`config.mk`:
```
export PLATFORM = sky130hd
export DESIGN_NAME = hazard_controller_flat
export DESIGN_NICKNAME = d
export VERILOG_FILES = /design/src/rtl/hazard_if.sv /design/src/rtl/hazard_controller.sv /design/src/flat_wrapper.sv
export SDC_FILE = /design/constraint.sdc
export NUM_CORES = 1
export LEC_CHECK = 0
export CELL_PAD_IN_SITES_DETAIL_PLACEMENT = 2
export CELL_PAD_IN_SITES_GLOBAL_PLACEMENT = 2
export CORE_MARGIN = 4
export CORE_UTILIZATION = 31
export CTS_CLUSTER_DIAMETER = 40
export CTS_CLUSTER_SIZE = 12
export DETAILED_ROUTE_END_ITERATION = 10
export DONT_BUFFER_PORTS = 1
export PLACE_DENSITY = 0.86
export SYNTH_ARGS = -nofsm -noshare
export SYNTH_HDL_FRONTEND = slang
export SYNTH_SLANG_ARGS = --single-unit
```
`constraint.sdc`:
```
create_clock -name clk -period 2.4 [get_ports clk]
set_clock_uncertainty 0.1 [all_clocks]
set_input_delay 0.48 -clock clk [delete_from_list [all_inputs] [get_ports clk]]
set_output_delay 0.48 -clock clk [all_outputs]
set_load 0.01 [all_outputs]
```
`src/rtl/hazard_if.sv`:
```
// Hazard-controller bundle: ID/EX/MEM hazard inputs and the stall/flush/enable outputs.
// The master modport is the pipeline side. The slave modport is the controller.
interface hazard_if;
  logic [4:0] id_rs1;
  logic [4:0] id_rs2;
  logic       id_uses_rs1;
  logic       id_uses_rs2;
  logic [4:0] ex_rd;
  logic       ex_mem_read;
  logic       ex_redirect;
  logic       mem_req;
  logic       mem_ready;
  logic       stall;
  logic       flush;
  logic       pc_write;
  logic       if_id_write;
  logic       id_ex_bubble;
  logic [1:0] fsm_state;

  // Handshake: a memory access is held while mem_req=1 and mem_ready=0.
  // It completes in the cycle where mem_req=1 and mem_ready=1.
  modport master (
    output id_rs1, id_rs2, id_uses_rs1, id_uses_rs2, ex_rd, ex_mem_read,
           ex_redirect, mem_req, mem_ready,
    input  stall, flush, pc_write, if_id_write, id_ex_bubble, fsm_state
  );

  modport slave (
    input  id_rs1, id_rs2, id_uses_rs1, id_uses_rs2, ex_rd, ex_mem_read,
           ex_redirect, mem_req, mem_ready,
    output stall, flush, pc_write, if_id_write, id_ex_bubble, fsm_state
  );
endinterface

```
`src/rtl/hazard_controller.sv`:
```
// Pipeline hazard controller: load-use stall, redirect flush window, memory-wait freeze.
// Optional performance counters are enabled by defining HAZARD_PERF_CNT_EN.
module hazard_controller #(
  parameter int FLUSH_CYCLES = 2,
  parameter int CNT_WIDTH    = 32
) (
  input  logic clk,
  input  logic rst,
  hazard_if.slave hz
`ifdef HAZARD_PERF_CNT_EN
  ,
  output logic [CNT_WIDTH-1:0] perf_stall_cycles,
  output logic [CNT_WIDTH-1:0] perf_flush_events,
  output logic [CNT_WIDTH-1:0] perf_mem_wait_cycles
`endif
);

  typedef enum logic [1:0] {
    ST_RUN      = 2'b00,
    ST_MEM_WAIT = 2'b01,
    ST_FLUSH    = 2'b10
  } state_t;

  localparam logic [2:0] FLUSH_INIT = 3'(FLUSH_CYCLES - 1);

  state_t     state, state_next;
  logic [2:0] flush_cnt, cnt_next;
  logic       mem_hold, load_use, hold;
  logic       stall, flush, pc_write, if_id_write, id_ex_bubble;
  logic       redirect_taken;

  assign mem_hold = hz.mem_req & ~hz.mem_ready;
  assign load_use = hz.ex_mem_read & (hz.ex_rd != 5'd0) &
                    ((hz.id_uses_rs1 & (hz.id_rs1 == hz.ex_rd)) |
                     (hz.id_uses_rs2 & (hz.id_rs2 == hz.ex_rd)));

  // In MEM_WAIT only mem_ready matters; the access stays open until it completes.
  assign hold = (state == ST_MEM_WAIT) ? ~hz.mem_ready : mem_hold;

  always_comb begin
    stall          = 1'b0;
    flush          = 1'b0;
    pc_write       = 1'b1;
    if_id_write    = 1'b1;
    id_ex_bubble   = 1'b0;
    redirect_taken = 1'b0;
    state_next     = state;
    cnt_next       = flush_cnt;
    if (rst) begin
      flush        = 1'b1;
      pc_write     = 1'b0;
      if_id_write  = 1'b0;
      id_ex_bubble = 1'b1;
      state_next   = ST_RUN;
      cnt_next     = 3'd0;
    end else begin
      case (state)
        ST_RUN, ST_MEM_WAIT: begin
          if (hold) begin
            stall       = 1'b1;
            pc_write    = 1'b0;
            if_id_write = 1'b0;
            state_next  = ST_MEM_WAIT;
          end else if (hz.ex_redirect) begin
            flush          = 1'b1;
            id_ex_bubble   = 1'b1;
            redirect_taken = 1'b1;
            if (FLUSH_CYCLES > 1) begin
              state_next = ST_FLUSH;
              cnt_next   = FLUSH_INIT;
            end else begin
              state_next = ST_RUN;
            end
          end else begin
            if (load_use) begin
              stall        = 1'b1;
              pc_write     = 1'b0;
              if_id_write  = 1'b0;
              id_ex_bubble = 1'b1;
            end
            state_next = ST_RUN;
          end
        end
        ST_FLUSH: begin
          flush        = 1'b1;
          id_ex_bubble = 1'b1;
          // A memory wait pauses the flush window without consuming a count.
          if (mem_hold) begin
            stall       = 1'b1;
            pc_write    = 1'b0;
            if_id_write = 1'b0;
          end else if (flush_cnt <= 3'd1) begin
            state_next = ST_RUN;
            cnt_next   = 3'd0;
          end else begin
            cnt_next = flush_cnt - 3'd1;
          end
        end
        default: begin
          state_next = ST_RUN;
          cnt_next   = 3'd0;
        end
      endcase
    end
  end

  always_ff @(posedge clk) begin
    if (rst) begin
      state     <= ST_RUN;
      flush_cnt <= 3'd0;
    end else begin
      state     <= state_next;
      flush_cnt <= cnt_next;
    end
  end

  assign hz.stall        = stall;
  assign hz.flush        = flush;
  assign hz.pc_write     = pc_write;
  assign hz.if_id_write  = if_id_write;
  assign hz.id_ex_bubble = id_ex_bubble;
  assign hz.fsm_state    = rst ? 2'b00 : state;

`ifdef HAZARD_PERF_CNT_EN
  always_ff @(posedge clk) begin
    if (rst) begin
      perf_stall_cycles    <= '0;
      perf_flush_events    <= '0;
      perf_mem_wait_cycles <= '0;
    end else begin
      if (stall && !(&perf_stall_cycles))
        perf_stall_cycles <= perf_stall_cycles + CNT_WIDTH'(1);
      if (redirect_taken && !(&perf_flush_events))
        perf_flush_events <= perf_flush_events + CNT_WIDTH'(1);
      if ((state == ST_MEM_WAIT) && !hz.mem_ready && !(&perf_mem_wait_cycles))
        perf_mem_wait_cycles <= perf_mem_wait_cycles + CNT_WIDTH'(1);
    end
  end
`endif

endmodule
```
`src/flat_wrapper.sv`:
```
// flat-port wrapper written by rule: the top's interface ports become plain ports
module hazard_controller_flat 
#(
  parameter int FLUSH_CYCLES = 2,
  parameter int CNT_WIDTH    = 32
)
  (clk, rst, hz_id_rs1, hz_id_rs2, hz_id_uses_rs1, hz_id_uses_rs2, hz_ex_rd, hz_ex_mem_read, hz_ex_redirect, hz_mem_req, hz_mem_ready, hz_stall, hz_flush, hz_pc_write, hz_if_id_write, hz_id_ex_bubble, hz_fsm_state);
  hazard_if hz_i ();
  input  logic clk;
  input  logic rst;
  input wire logic [$bits(hz_i.id_rs1)-1:0] hz_id_rs1;
  input wire logic [$bits(hz_i.id_rs2)-1:0] hz_id_rs2;
  input wire logic [$bits(hz_i.id_uses_rs1)-1:0] hz_id_uses_rs1;
  input wire logic [$bits(hz_i.id_uses_rs2)-1:0] hz_id_uses_rs2;
  input wire logic [$bits(hz_i.ex_rd)-1:0] hz_ex_rd;
  input wire logic [$bits(hz_i.ex_mem_read)-1:0] hz_ex_mem_read;
  input wire logic [$bits(hz_i.ex_redirect)-1:0] hz_ex_redirect;
  input wire logic [$bits(hz_i.mem_req)-1:0] hz_mem_req;
  input wire logic [$bits(hz_i.mem_ready)-1:0] hz_mem_ready;
  output wire logic [$bits(hz_i.stall)-1:0] hz_stall;
  output wire logic [$bits(hz_i.flush)-1:0] hz_flush;
  output wire logic [$bits(hz_i.pc_write)-1:0] hz_pc_write;
  output wire logic [$bits(hz_i.if_id_write)-1:0] hz_if_id_write;
  output wire logic [$bits(hz_i.id_ex_bubble)-1:0] hz_id_ex_bubble;
  output wire logic [$bits(hz_i.fsm_state)-1:0] hz_fsm_state;
  assign hz_i.id_rs1 = hz_id_rs1;
  assign hz_i.id_rs2 = hz_id_rs2;
  assign hz_i.id_uses_rs1 = hz_id_uses_rs1;
  assign hz_i.id_uses_rs2 = hz_id_uses_rs2;
  assign hz_i.ex_rd = hz_ex_rd;
  assign hz_i.ex_mem_read = hz_ex_mem_read;
  assign hz_i.ex_redirect = hz_ex_redirect;
  assign hz_i.mem_req = hz_mem_req;
  assign hz_i.mem_ready = hz_mem_ready;
  assign hz_stall = hz_i.stall;
  assign hz_flush = hz_i.flush;
  assign hz_pc_write = hz_i.pc_write;
  assign hz_if_id_write = hz_i.if_id_write;
  assign hz_id_ex_bubble = hz_i.id_ex_bubble;
  assign hz_fsm_state = hz_i.fsm_state;
  hazard_controller #(.FLUSH_CYCLES(FLUSH_CYCLES), .CNT_WIDTH(CNT_WIDTH)) u_core (.clk(clk), .rst(rst), .hz(hz_i));
endmodule
```
## After elaboration in Yosys (flattened, before gate mapping)

Index checks and enable logic that the tools add are counted.
W data, S select, Z words.

| storage, ports and cells | value |
|---|---|
| output and inout port bits | 7 |
| memories kept | 0 |
| memory bits (read-only) | 0 |
| word-level logic and storage cells | 56 |
| memory bits (writable) | 0 |
| latch bits | 0 |
| register bits after elaboration | 5 |

| cells by class | value |
|---|---|
| div/mod/pow operators | 0 |
| $lt $le $gt $ge | 1 |
| add/subtract/negate cells | 1 |
| multiplexer cells | 32 |
| bitwise logic cells | 7 |
| shift-type cells | 0 |
| multiply operators | 0 |
| reduce and logical (&&, ||, !) cells | 5 |
| eq/ne operators | 8 |

Operators by type and width:

| kind | count |
|---|---|
| $mux W1 | 17 |
| $mux W3 | 4 |
| $eq A5 B5 Y1 | 2 |
| $mux W2 | 5 |
| $pmux W1 S2 | 4 |
| $ne A2 B2 Y1 const B | 3 |
| $pmux W3 S2 | 1 |
| $and A1 B1 Y1 | 5 |
| $reduce_bool A5 Y1 | 1 |
| $pmux W2 S2 | 1 |
| $le A3 B1 Y1 const B | 1 |
| $reduce_and A3 Y1 | 1 |
| $sub A3 B1 Y3 const B | 1 |
| $eq A2 B1 Y1 const B | 1 |
| $eq A2 B2 Y1 const B | 1 |
| $logic_not A2 Y1 | 1 |
| $ne A2 B1 Y1 const B | 1 |
| $reduce_and A2 Y1 | 1 |
| $reduce_or A2 Y1 | 1 |
| $not A1 Y1 | 1 |
| $or A1 B1 Y1 | 1 |

## Depth between registers and ports, before layout

| logic depth | value |
|---|---|
| depth after elaboration | 9 |
| depth in mapped cells | 6 |
| mapped depth without buffers | 6 |

## Worst setup path before layout

No wires, ideal clock.

| timing path | value |
|---|---|
| path kind | input-to-output |
| from | in hz_ex_rd[1] |
| to | out hz_pc_write |
| path buffers | 1 |
| slack | 279 ps |
| arrival | 1541 ps |
| stages on the path | 4 |
| cells stage by stage | or4_1 > o211ai_2 > o31a_1 > buf_4 |

| between the ends | value |
|---|---|
| word-level cells in the longest chain between the ends | 9 |
| elaborated cells on any way between the ends | 13 |
| those cells by class | 2 x eq/ne; 5 x mux; 5 x bitwise; 1 x reduce/logical |

Ends and longest elaborated chain:

| what | RTL line | RTL |
|---|---|---|
| start, declared | flat_wrapper.sv:15 | `input wire logic [$bits(hz_i.ex_rd)-1:0] hz_ex_rd;` |
| $eq A5 B5 Y1 (on tied branches) | hazard_controller.sv:34, hazard_controller.sv:35 |  |
| $and A1 B1 Y1 (on tied branches) | hazard_controller.sv:34, hazard_controller.sv:35 |  |
| $or A1 B1 Y1 | hazard_controller.sv:34 | `((hz.id_uses_rs1 & (hz.id_rs1 == hz.ex_rd)) \|` |
| $and A1 B1 Y1 * | hazard_controller.sv:33 | `assign load_use = hz.ex_mem_read & (hz.ex_rd != 5'd0) &` |
| $mux W1 * (3 in series) | n/a |  |
| $pmux W1 S2 * | n/a |  |
| $mux W1 * | n/a |  |
| end, declared | flat_wrapper.sv:22 | `output wire logic [$bits(hz_i.pc_write)-1:0] hz_pc_write;` |

Every way passes the cells marked *; elsewhere a longest branch is shown, timed or not.

## Final worst setup path

| timing path | value |
|---|---|
| from | in hz_ex_rd[3] |
| to | out hz_stall |

| between the ends | value |
|---|---|
| word-level cells in the longest chain between the ends | 9 |
| elaborated cells on any way between the ends | 13 |
| those cells by class | 2 x eq/ne; 5 x mux; 5 x bitwise; 1 x reduce/logical |

Ends and longest elaborated chain:

| what | RTL line | RTL |
|---|---|---|
| $eq A5 B5 Y1 (on tied branches) | hazard_controller.sv:34, hazard_controller.sv:35 |  |
| $and A1 B1 Y1 (on tied branches) | hazard_controller.sv:34, hazard_controller.sv:35 |  |
| $or A1 B1 Y1 | hazard_controller.sv:34 |  |
| $and A1 B1 Y1 * | hazard_controller.sv:33 |  |
| $mux W1 * | hazard_controller.sv:75 | `if (load_use) begin` |
| $mux W1 * | hazard_controller.sv:64 | `end else if (hz.ex_redirect) begin` |
| $mux W1 * | hazard_controller.sv:59 | `if (hold) begin` |
| $pmux W1 S2 * | hazard_controller.sv:57 | `case (state)` |
| $mux W1 * | hazard_controller.sv:49 | `if (rst) begin` |
| end, declared | flat_wrapper.sv:20 | `output wire logic [$bits(hz_i.stall)-1:0] hz_stall;` |

Marked as above.

==> impl_metrics.tcl <==
set metrics [dict create \
    outcome "completed" \
    final_common_cell "xor2_1" \
    ir_drop_mv 0.210 \
    viasPerCell 5.76 \
    swShare_pct 31.7 \
    p_per_area_nw_per_um2 475 \
    setup_viol 0 \
    ys_seq_area_share_pct 18.5 \
    die_area_um2 2480 \
    cts_tree "done" \
    mostFrequentLayoutCells "xor2_1 (8), inv_1 (5), a21oi_1 (5), dfxtp_1 (5)" \
    wl_per_cell_um 18.5 \
    fmax_mhz 461 \
    met3_length_um 68 \
    yosysWarnings 0 \
    slew_headroom_pct 73.4 \
    cp_max_fo 3 \
    synthesis.area_um2 542 \
    synth_top_area_share_pct 18.5 \
    hpwl_mm 1.37 \
    ys_ff_latch 5 \
    top_layer "met3" \
    synth_top_cell_by_area "dfxtp_1" \
    port_buffers 0 \
    start_util_pct 34.4 \
    cts_made_buffers 3 \
    synthTopCellsByArea "dfxtp_1 (18%), xor2_1 (13%), a21oi_1 (4.6%), ha_1 (4.6%), o21bai_1 (4.2%)" \
    antenna_found_initial 0 \
    ctsHoldBuffers 0 \
    required_ns 1.82 \
    ff2ff_setup_slack_ns 0.70 \
    p_int_uw 187 \
    num_antenna_cells 0 \
    gp_congestion 0.671 \
    hold_viol 0 \
    vias 484 \
    finalMaxSlewViolations 0 \
    async_reset_ff_share_pct 0 \
    area_delta_synth_final_pct 6.24 \
    wl_met2_um 788 \
    startpoint_type "primary input" \
    hp-class "primary input to flop" \
    grt_max_degree 11 \
    min_period_ns 2.17 \
    remaining_drc_errors 0 \
    clk_pin_slew_ns 0.04 \
    syn_inst 66 \
    path_delay_family "compound AO/OA/AOI/OAI gates" \
    r2r_end "u_core.flush_cnt[1]" \
    grt-ovfl-total 0 \
    cts_setup_buffers 0 \
    holdWs_ns 0.205 \
    cp_num_buf_inv 0 \
    seqPwrFrac_pct 35.7 \
    seq_area_um2 100 \
    r2r_start "u_core.flush_cnt[1]" \
    max_stage_delay_ns 0.47 \
    worstHoldPathCells 1 \
    postPlaceCellArea_um2 549 \
    final_core_utilization_pct 36.5 \
    die_h_um 49.8 \
    final_antenna_net_count 0 \
    r2r_cells 6 \
    cts_root_buf "clkbuf_4" \
    wl_met1_um 696 \
    yosys.cell_types.count 35 \
    worst_pin_slew_ns 0.398 \
    switchingPower_uw 86.7 \
    final.setup.tns_ns 0 \
    multi_input_area_um2 407 \
    fp-row-count 14 \
    avgSynthCellArea_um2 8.21 \
    rsz0062_at_grt "no" \
    cp_data_arrival_time_ns 1.59 \
    htreeDepth 1 \
    grt_pass1_vias 534 \
    nets 94 \
    maxCapViolations 0 \
    grt_pass1_wl_mm 2.68 \
    finalInstanceArea_um2 576 \
    ys_dominant_reg_cell "dfxtp_1" \
    gr-usage-all-layers_pct 13.7 \
    clock_sinks 5 \
    synth_fp_nets 91 \
    nFillCells 187 \
    end_kind "output pin" \
    clock_path_buffers 2 \
    postCtsResizedCells 0 \
    combPwrFrac_pct 28.6 \
    p_clk_share_pct 35.7 \
    leakage_nw 0.206 \
    drive_gt1_share_pct 13.2 \
    drt_iter0_markers 3 \
    clkLatencyLatePin_ns 0.24 \
    critPathSlowestCell "o41ai_2" \
    min_to "u_core.flush_cnt[2]" \
    drt-total-wl_mm 1.55 \
    fin_crit_sh_pct 90.3 \
    setup_ws_ns 0.232 \
    dpl_worst_slack_ns 0.202 \
    fp.coreArea_um2 1580 \
    critPathKind "primary input to output pin" \
    drt_pre_antenna_iters 2 \
    die_w_um 49.8 \
    cp_cell_sequence "xor2_1 -> nor4_2 -> a32oi_1 -> o41ai_2" \
    min_from "rst" \
    synth_enable_flop_cells 0 \
    io_pins 30 \
]
==> area by class of cell <==
type / instances / area share [%]
clock buffers: 4 / 4.57
multi-input cells: 53 / 70.7
inverters: 6 / 3.91
flip-flops and latches: 5 / 17.4
well taps: 16 / 3.48
==> kinds of logic (layout without fill, tap and decap cells) <==
kind of cell / after synthesis / count (layout) / share of synthesized area, %
AOI/OAI and AO/OA: 20 / 20 / 29.6
xor gates and xnor gates: 10 / 10 / 16.2
adders and majority gates: 2 / 2 / 4.62
buffers and inverters: 8 / 10 / 6.47
DFF: 5 / 5 / 18.5
muxes: 1 / 1 / 1.85
and+or+nand+nor: 20 / 20 / 22.9
==> power groups by stage <==
| stage | clock [mW] | combinational (mW) | sequential, mW |
|---|---|---|---|
| final | 0.0978 | 0.0782 | 0.0975 |
| after detailed placement | 0 | 0.0789 | 0.0990 |
| after CTS | 0.100 | 0.0797 | 0.0974 |
| after floorplan | 0 | 0.0691 | 0.0950 |
| after global placement | 0 | 0.0763 | 0.0985 |
| after global routing | 0.114 | 0.0897 | 0.0986 |
==> per-layer routing <==
layer	vias to the layer above	global-route usage [%]
met1	230	17.2
li1	243	-
met2	11	23.3
met5	-	0
met4	0	2.76
met3	0	3.61
==> synthesized netlist by cell type, drive strengths merged, types with 2 or more instances <==
library cell,n
nor4,3
buf,2
or3,2
o21ai,2
nand2,2
xnor2,2
o21bai,3
dfxtp,5
inv,6
a21oi,5
xor2,8
ha,2
nand2b,3
nor2,3
==> flip-flops by register name (all words and copies together), names as in the netlist <==
| signal | flops |
|---|---|
| u_core.flush_cnt | 3 |
| u_core.state | 2 |
==> metrics by stage <==
stage | cells | power (mW)
2_1_floorplan | 66 | 0.164
4_1_cts | 84 | 0.277
3_5_place_dp | 80 | 0.178
3_3_place_gp | 80 | 0.175
6_report | 84 | 0.273
5_1_grt | 84 | 0.302
==> how the worst max path moves through the flow <==
stage	from	endpoint	cells after the start
floorplan	hz_ex_rd[1]	hz_pc_write	4
global placement	hz_ex_rd[3]	hz_stall	4
detailed placement	hz_ex_rd[3]	hz_stall	4
CTS	hz_ex_rd[3]	hz_stall	4
global route	u_core.state[0]	hz_id_ex_bubble	3
finish	hz_ex_rd[3]	hz_stall	4
(Power assumes the default switching activity.)
